==> src/rtl/fft_bitrev_if.sv <==
// Sample stream bundle for fft_bitrev: bit-reversed input side and natural-order output side.
interface fft_bitrev_if #(
    parameter int DBW = 3
);
    logic               din_valid;
    logic [2*DBW-1:0]   din;
    logic               dout_valid;
    logic [2*DBW-1:0]   dout;
    logic               dout_first;

    modport slave  (input  din_valid, din, output dout_valid, dout, dout_first);
    modport master (output din_valid, din, input  dout_valid, dout, dout_first);
endinterface

==> src/rtl/fft_bitrev.sv <==
// Ping-pong reorder buffer turning bit-reversed FFT output into natural bin order.
// Define FFT_BITREV_CONJ_EN to emit the complex conjugate (saturating imag negation).
module fft_bitrev #(
    parameter int DBW = 3,
    parameter int CBW = 3
) (
    input  logic          clk,
    input  logic          rst,
    input  logic          clear,
    fft_bitrev_if.slave   bus
);
    localparam int N  = 1 << CBW;
    localparam int SW = 2 * DBW;

    typedef enum logic {IDLE, READ} state_t;

    state_t          state_q, state_d;
    logic [CBW-1:0]  wcnt_q, wcnt_d;
    logic [CBW-1:0]  rcnt_q, rcnt_d;
    logic            wbank_q, wbank_d;
    logic            rbank_q, rbank_d;
    logic [1:0]      full_q, full_d;
    logic [SW-1:0]   dout_q, dout_d;
    logic            dout_valid_q, dout_valid_d;
    logic            dout_first_q, dout_first_d;

    logic [SW-1:0]   mem [2][N];
    logic [SW-1:0]   rd_data;
    logic [SW-1:0]   out_data;
    logic            wr_en;

    function automatic logic [CBW-1:0] bitrev(input logic [CBW-1:0] a);
        logic [CBW-1:0] r;
        for (int i = 0; i < CBW; i++) r[i] = a[CBW-1-i];
        return r;
    endfunction

    assign wr_en   = bus.din_valid && !clear;
    assign rd_data = mem[rbank_q][bitrev(rcnt_q)];

`ifdef FFT_BITREV_CONJ_EN
    logic [DBW-1:0] im;
    assign im = rd_data[DBW-1:0];

    // The most negative value has no positive twin, so it clamps to the max.
    always_comb begin
        out_data = rd_data;
        if (im == {1'b1, {(DBW-1){1'b0}}})
            out_data[DBW-1:0] = {1'b0, {(DBW-1){1'b1}}};
        else
            out_data[DBW-1:0] = -im;
    end
`else
    assign out_data = rd_data;
`endif

    always_ff @(posedge clk) begin
        if (wr_en) mem[wbank_q][wcnt_q] <= bus.din;
    end

    always_comb begin
        state_d      = state_q;
        wcnt_d       = wcnt_q;
        rcnt_d       = rcnt_q;
        wbank_d      = wbank_q;
        rbank_d      = rbank_q;
        full_d       = full_q;
        dout_d       = dout_q;
        dout_valid_d = 1'b0;
        dout_first_d = 1'b0;
        if (clear) begin
            state_d = IDLE;
            wcnt_d  = '0;
            rcnt_d  = '0;
            wbank_d = 1'b0;
            rbank_d = 1'b0;
            full_d  = '0;
        end else begin
            if (bus.din_valid) begin
                wcnt_d = wcnt_q + 1'b1;
                if (wcnt_q == {CBW{1'b1}}) begin
                    full_d[wbank_q] = 1'b1;
                    wbank_d         = ~wbank_q;
                end
            end
            // Banks are consumed in the order they filled, so rbank just alternates.
            case (state_q)
                IDLE: begin
                    if (full_q[rbank_q]) begin
                        state_d = READ;
                        rcnt_d  = '0;
                    end
                end
                READ: begin
                    dout_valid_d = 1'b1;
                    dout_first_d = (rcnt_q == '0);
                    dout_d       = out_data;
                    rcnt_d       = rcnt_q + 1'b1;
                    if (rcnt_q == {CBW{1'b1}}) begin
                        full_d[rbank_q] = 1'b0;
                        rbank_d         = ~rbank_q;
                        state_d         = full_q[~rbank_q] ? READ : IDLE;
                    end
                end
                default: state_d = IDLE;
            endcase
        end
    end

    always_ff @(posedge clk or posedge rst) begin
        if (rst) begin
            state_q      <= IDLE;
            wcnt_q       <= '0;
            rcnt_q       <= '0;
            wbank_q      <= 1'b0;
            rbank_q      <= 1'b0;
            full_q       <= '0;
            dout_q       <= '0;
            dout_valid_q <= 1'b0;
            dout_first_q <= 1'b0;
        end else begin
            state_q      <= state_d;
            wcnt_q       <= wcnt_d;
            rcnt_q       <= rcnt_d;
            wbank_q      <= wbank_d;
            rbank_q      <= rbank_d;
            full_q       <= full_d;
            dout_q       <= dout_d;
            dout_valid_q <= dout_valid_d;
            dout_first_q <= dout_first_d;
        end
    end

    assign bus.dout       = dout_q;
    assign bus.dout_valid = dout_valid_q;
    assign bus.dout_first = dout_first_q;
endmodule
==> src/flat_wrapper.sv <==
// flat-port wrapper written by rule: the top's interface ports become plain ports
module fft_bitrev_flat 
#(
    parameter int DBW = 3,
    parameter int CBW = 3
)
  (clk, rst, clear, bus_din_valid, bus_din, bus_dout_valid, bus_dout, bus_dout_first);
  fft_bitrev_if #(.DBW(DBW)) bus_i ();
  input  logic clk;
  input  logic rst;
  input  logic clear;
  input wire logic [$bits(bus_i.din_valid)-1:0] bus_din_valid;
  input wire logic [$bits(bus_i.din)-1:0] bus_din;
  output wire logic [$bits(bus_i.dout_valid)-1:0] bus_dout_valid;
  output wire logic [$bits(bus_i.dout)-1:0] bus_dout;
  output wire logic [$bits(bus_i.dout_first)-1:0] bus_dout_first;
  assign bus_i.din_valid = bus_din_valid;
  assign bus_i.din = bus_din;
  assign bus_dout_valid = bus_i.dout_valid;
  assign bus_dout = bus_i.dout;
  assign bus_dout_first = bus_i.dout_first;
  fft_bitrev #(.DBW(DBW), .CBW(CBW)) u_core (.clk(clk), .rst(rst), .clear(clear), .bus(bus_i));
endmodule
==> config.mk <==
export PLATFORM = sky130hd
export DESIGN_NAME = fft_bitrev_flat
export DESIGN_NICKNAME = d
export VERILOG_FILES = /design/src/rtl/fft_bitrev_if.sv /design/src/rtl/fft_bitrev.sv /design/src/flat_wrapper.sv
export SDC_FILE = /design/constraint.sdc
export NUM_CORES = 1
export LEC_CHECK = 0
export BUFFER_PORTS_ARGS = -buffer_cell sky130_fd_sc_hd__buf_4
export CORE_MARGIN = 1
export CORE_UTILIZATION = 61
export DETAILED_ROUTE_END_ITERATION = 8
export GPL_TIMING_DRIVEN = 0
export PLACE_DENSITY = 0.79
export SKIP_CTS_REPAIR_TIMING = 1
export SYNTH_ARGS = -nofsm -noshare
export SYNTH_HDL_FRONTEND = slang
export SYNTH_SLANG_ARGS = --single-unit
export TNS_END_PERCENT = 10
==> constraint.sdc <==
create_clock -name clk -period 2.2 [get_ports clk]
set_clock_uncertainty 0.15 [all_clocks]
set_input_delay 0.33 -clock clk [delete_from_list [all_inputs] [get_ports clk]]
set_output_delay 0.33 -clock clk [all_outputs]
set_load 0.02 [all_outputs]
==> qor.csv <==
metric,value,unit
status,"finished, final reports clean",
yosys warns,0,
CP startpoint kind,register,
hold depth,1,
Worst Path Max Fanout,10,
fin crit period,2.01,ns
Crit-path slowest cell,dfrtp_1,
leakage,1.93,nW
post-DR vias/cell,6.07,
power per cell area,938,mW/mm2
"Cell Area, Synth",0.00461,mm2
clock sink count,115,
Detailed Route Iter0 Violations,260,
worst flop-to-flop path endpoint,u_core.bus.dout[1],
sequential area share after synthesis,72.8,%
WP data required,2.41,ns
number of synthesized flops with an enable pin,96,
Final nets,324,
Area Growth Syn to Fin,18.8,%
Routed WL,9.15,mm
Slew headroom,35.2,%
I/O Buffers,16,
RSZ-0062 raised after global routing,false,
# rows,31,
Final Cycle Share,91.4,%
post-route DRC violation count,0,
post-synthesis compound-gate area fraction,5.18,%
Final Max Slew Viols,0,
dpl ws,-0.178,ns
clk_lat worst skew,0.51,ns
setup TNS,0,ns
"Hold Vio Cnt, Final",0,
die extent in x,88.9,um
crit path kind,register to register,
hold path start,bus_din[3],
Top Ports,18,
XOR/XNOR Fraction of Synth Area,0.570,%
synthesized-area fraction occupied by adder cells,1.36,%
"flops & latches, synth",115,
"critical path, cell by cell",clkbuf_2 -> mux4_2 -> o21ai_0 -> nand3_1,
Least-Margin Pin Slew,0.965,ns
worst setup margin,0.188,ns
CP arrival,2.22,ns
syn_nets,285,
global route total overflow,0,
main combinational cell family by area after synthesis,multiplexers,
drt wl/cell,21.7,um
count of final setup violators,0,
CTS Root Cell,clkbuf_8,
initial antenna violation count,0,
Unique masters post-synth,40,
delay of the slowest cell on the worst path,0.41,ns
Core Footprint,0.00729,mm2
Reg-to-Reg Start,u_core.rcnt_q[1],
Simple-Gate Fraction of Synth Area,5.86,%
R2R setup slack,0.19,ns
async set or reset register ratio after synthesis,16.5,%
Max Cap Viol,0,
post-layout power,5.14,mW
n_diodes,0,
Avg Inst Size Synth,17.1,um2
global-route wire length before repair,14.4,mm
# H-tree levels,4,
Die Ht,88.9,um
share of layout cells above drive strength 1,23.6,%
Hold Path End,u_core.mem[0][15],
mux cell area share after synthesis,12.2,%
Initial Utilization,63.2,%
CTS tree,built,
FMAX,497,MHz
"Reg clk slew, reported paths",0.06,ns
DRT antenna net count,0,
GRT Total Usage,26.7,%
Crit path max-delay family,flip-flops,
Final Util,75.1,%
Vias,2555,
vias in the first global route,2521,
largest net degree at the start of global routing,20,
Buf/Inv on CP,1,
HP Class,input port to register,
cell count after synthesis,270,
Worst R2R Path Depth,4,
CTS buffer count,17,
hpwl dp,5.73,mm
Max clock buf depth,2,
area of the die,0.00791,mm2
"Primary FF master, synth",edfxtp_1,
critical path endpoint category,register,
1st-pass router iterations,5,
GPL Wtd Cong,0.794,
maximum vdd drop,0.000825,V
[per-stage QoR]
step / area [um2] / hold slack, ns / instances
after floorplan: 4610 / 0.131 / 270
after global placement: 4850 / 0.331 / 385
after detailed placement: 4850 / 0.338 / 385
after CTS: 5430 / -0.209 / 417
after global routing: 5480 / 0.00548 / 421
final: 5480 / 0.00609 / 421
[cells in the final DEF (no fill, tap or decap), types with 6 or more instances in the layout]
cell type  count
nor2_1        24
nand3_1        8
mux4_2        13
edfxtp_1      96
clkbuf_16     16
buf_4         20
nand2_1       11
mux2i_1       23
dfrtp_1       19
a21oi_1        6
[worst max path at each step]
stage                          to             start  slack (ns)  cells after the start
4_1_cts        u_core.bus.dout[5]  u_core.rcnt_q[1]       -0.06                      4
3_3_place_gp    u_core.mem[0][12]             clear       -0.14                      4
5_1_grt         u_core.mem[0][38]  u_core.wcnt_q[2]        0.07                      3
6_report       u_core.bus.dout[1]  u_core.rcnt_q[1]        0.19                      4
3_5_place_dp    u_core.mem[0][13]             clear       -0.18                      4
2_1_floorplan   u_core.mem[0][42]     bus_din_valid        0.26                      4
[cells in the mapped netlist, types with 4 or more instances]
master     count  area share [%]
a21oi_1        6            0.65
a221oi_1       5            0.95
edfxtp_1      96              63
nand2_1       11            0.90
a2bb2oi_1      4            0.76
dfrtp_1       19              10
nand3_1        8            0.87
mux2i_1       23             5.0
ha_1           5             1.4
nand2b_1       4            0.54
clkbuf_1       5            0.41
mux4_2        13             6.4
buf_4          4            0.65
nor2_1        24             2.0
nor3_1         5            0.54
o21ai_1        4            0.43
[routing by layer]
layer | share of wire (%) | vias to the layer above | track usage (%)
met4 | 2.9 | 0 | 12.0
met3 | 6.2 | 19 | 7.48
met2 | 47 | 100 | 40.3
met5 | 0 | - | 0
met1 | 44 | 1296 | 37.2
li1 | - | 1140 | -
[final cells by class]
type	instances	area [um2]
Timing Repair Buffer	20	160
Clock inverter	14	154
Clock buffer	18	418
Tap cell	99	124
Inverter	5	18.8
Sequential cell	115	3360
Multi-Input combinational cell	137	1170
Buffer	13	76.3
Fill cell	431	1810
[sequential cells by signal, summed over array words and instances, names as in the netlist]
name and count:
u_core.mem 96, u_core.bus.dout 6, u_core.rcnt_q 3, u_core.wcnt_q 3, u_core.full_q 2, u_core.bus.dout_first 1, u_core.bus.dout_valid 1, u_core.rbank_q 1
u_core.state_q 1, u_core.wbank_q 1
[report_power, final]
group / total (mW) / internal, mW / switching (mW) / leakage (nW)
sequential: 2.41 / 2.39 / 0.0213 / 1.12
combinational: 0.149 / 0.0560 / 0.0927 / 0.531
clock: 2.58 / 1.62 / 0.958 / 0.272
total: 5.14 / 4.07 / 1.07 / 1.93
[cell families after synthesis]
logic type,Yosys count
xor+xnor,3
compound gates,32
buf+inv,18
mux,38
simple gates,59
fa+ha+maj,5
flops,115
Note: power is estimated with default switching activity, not from simulation.
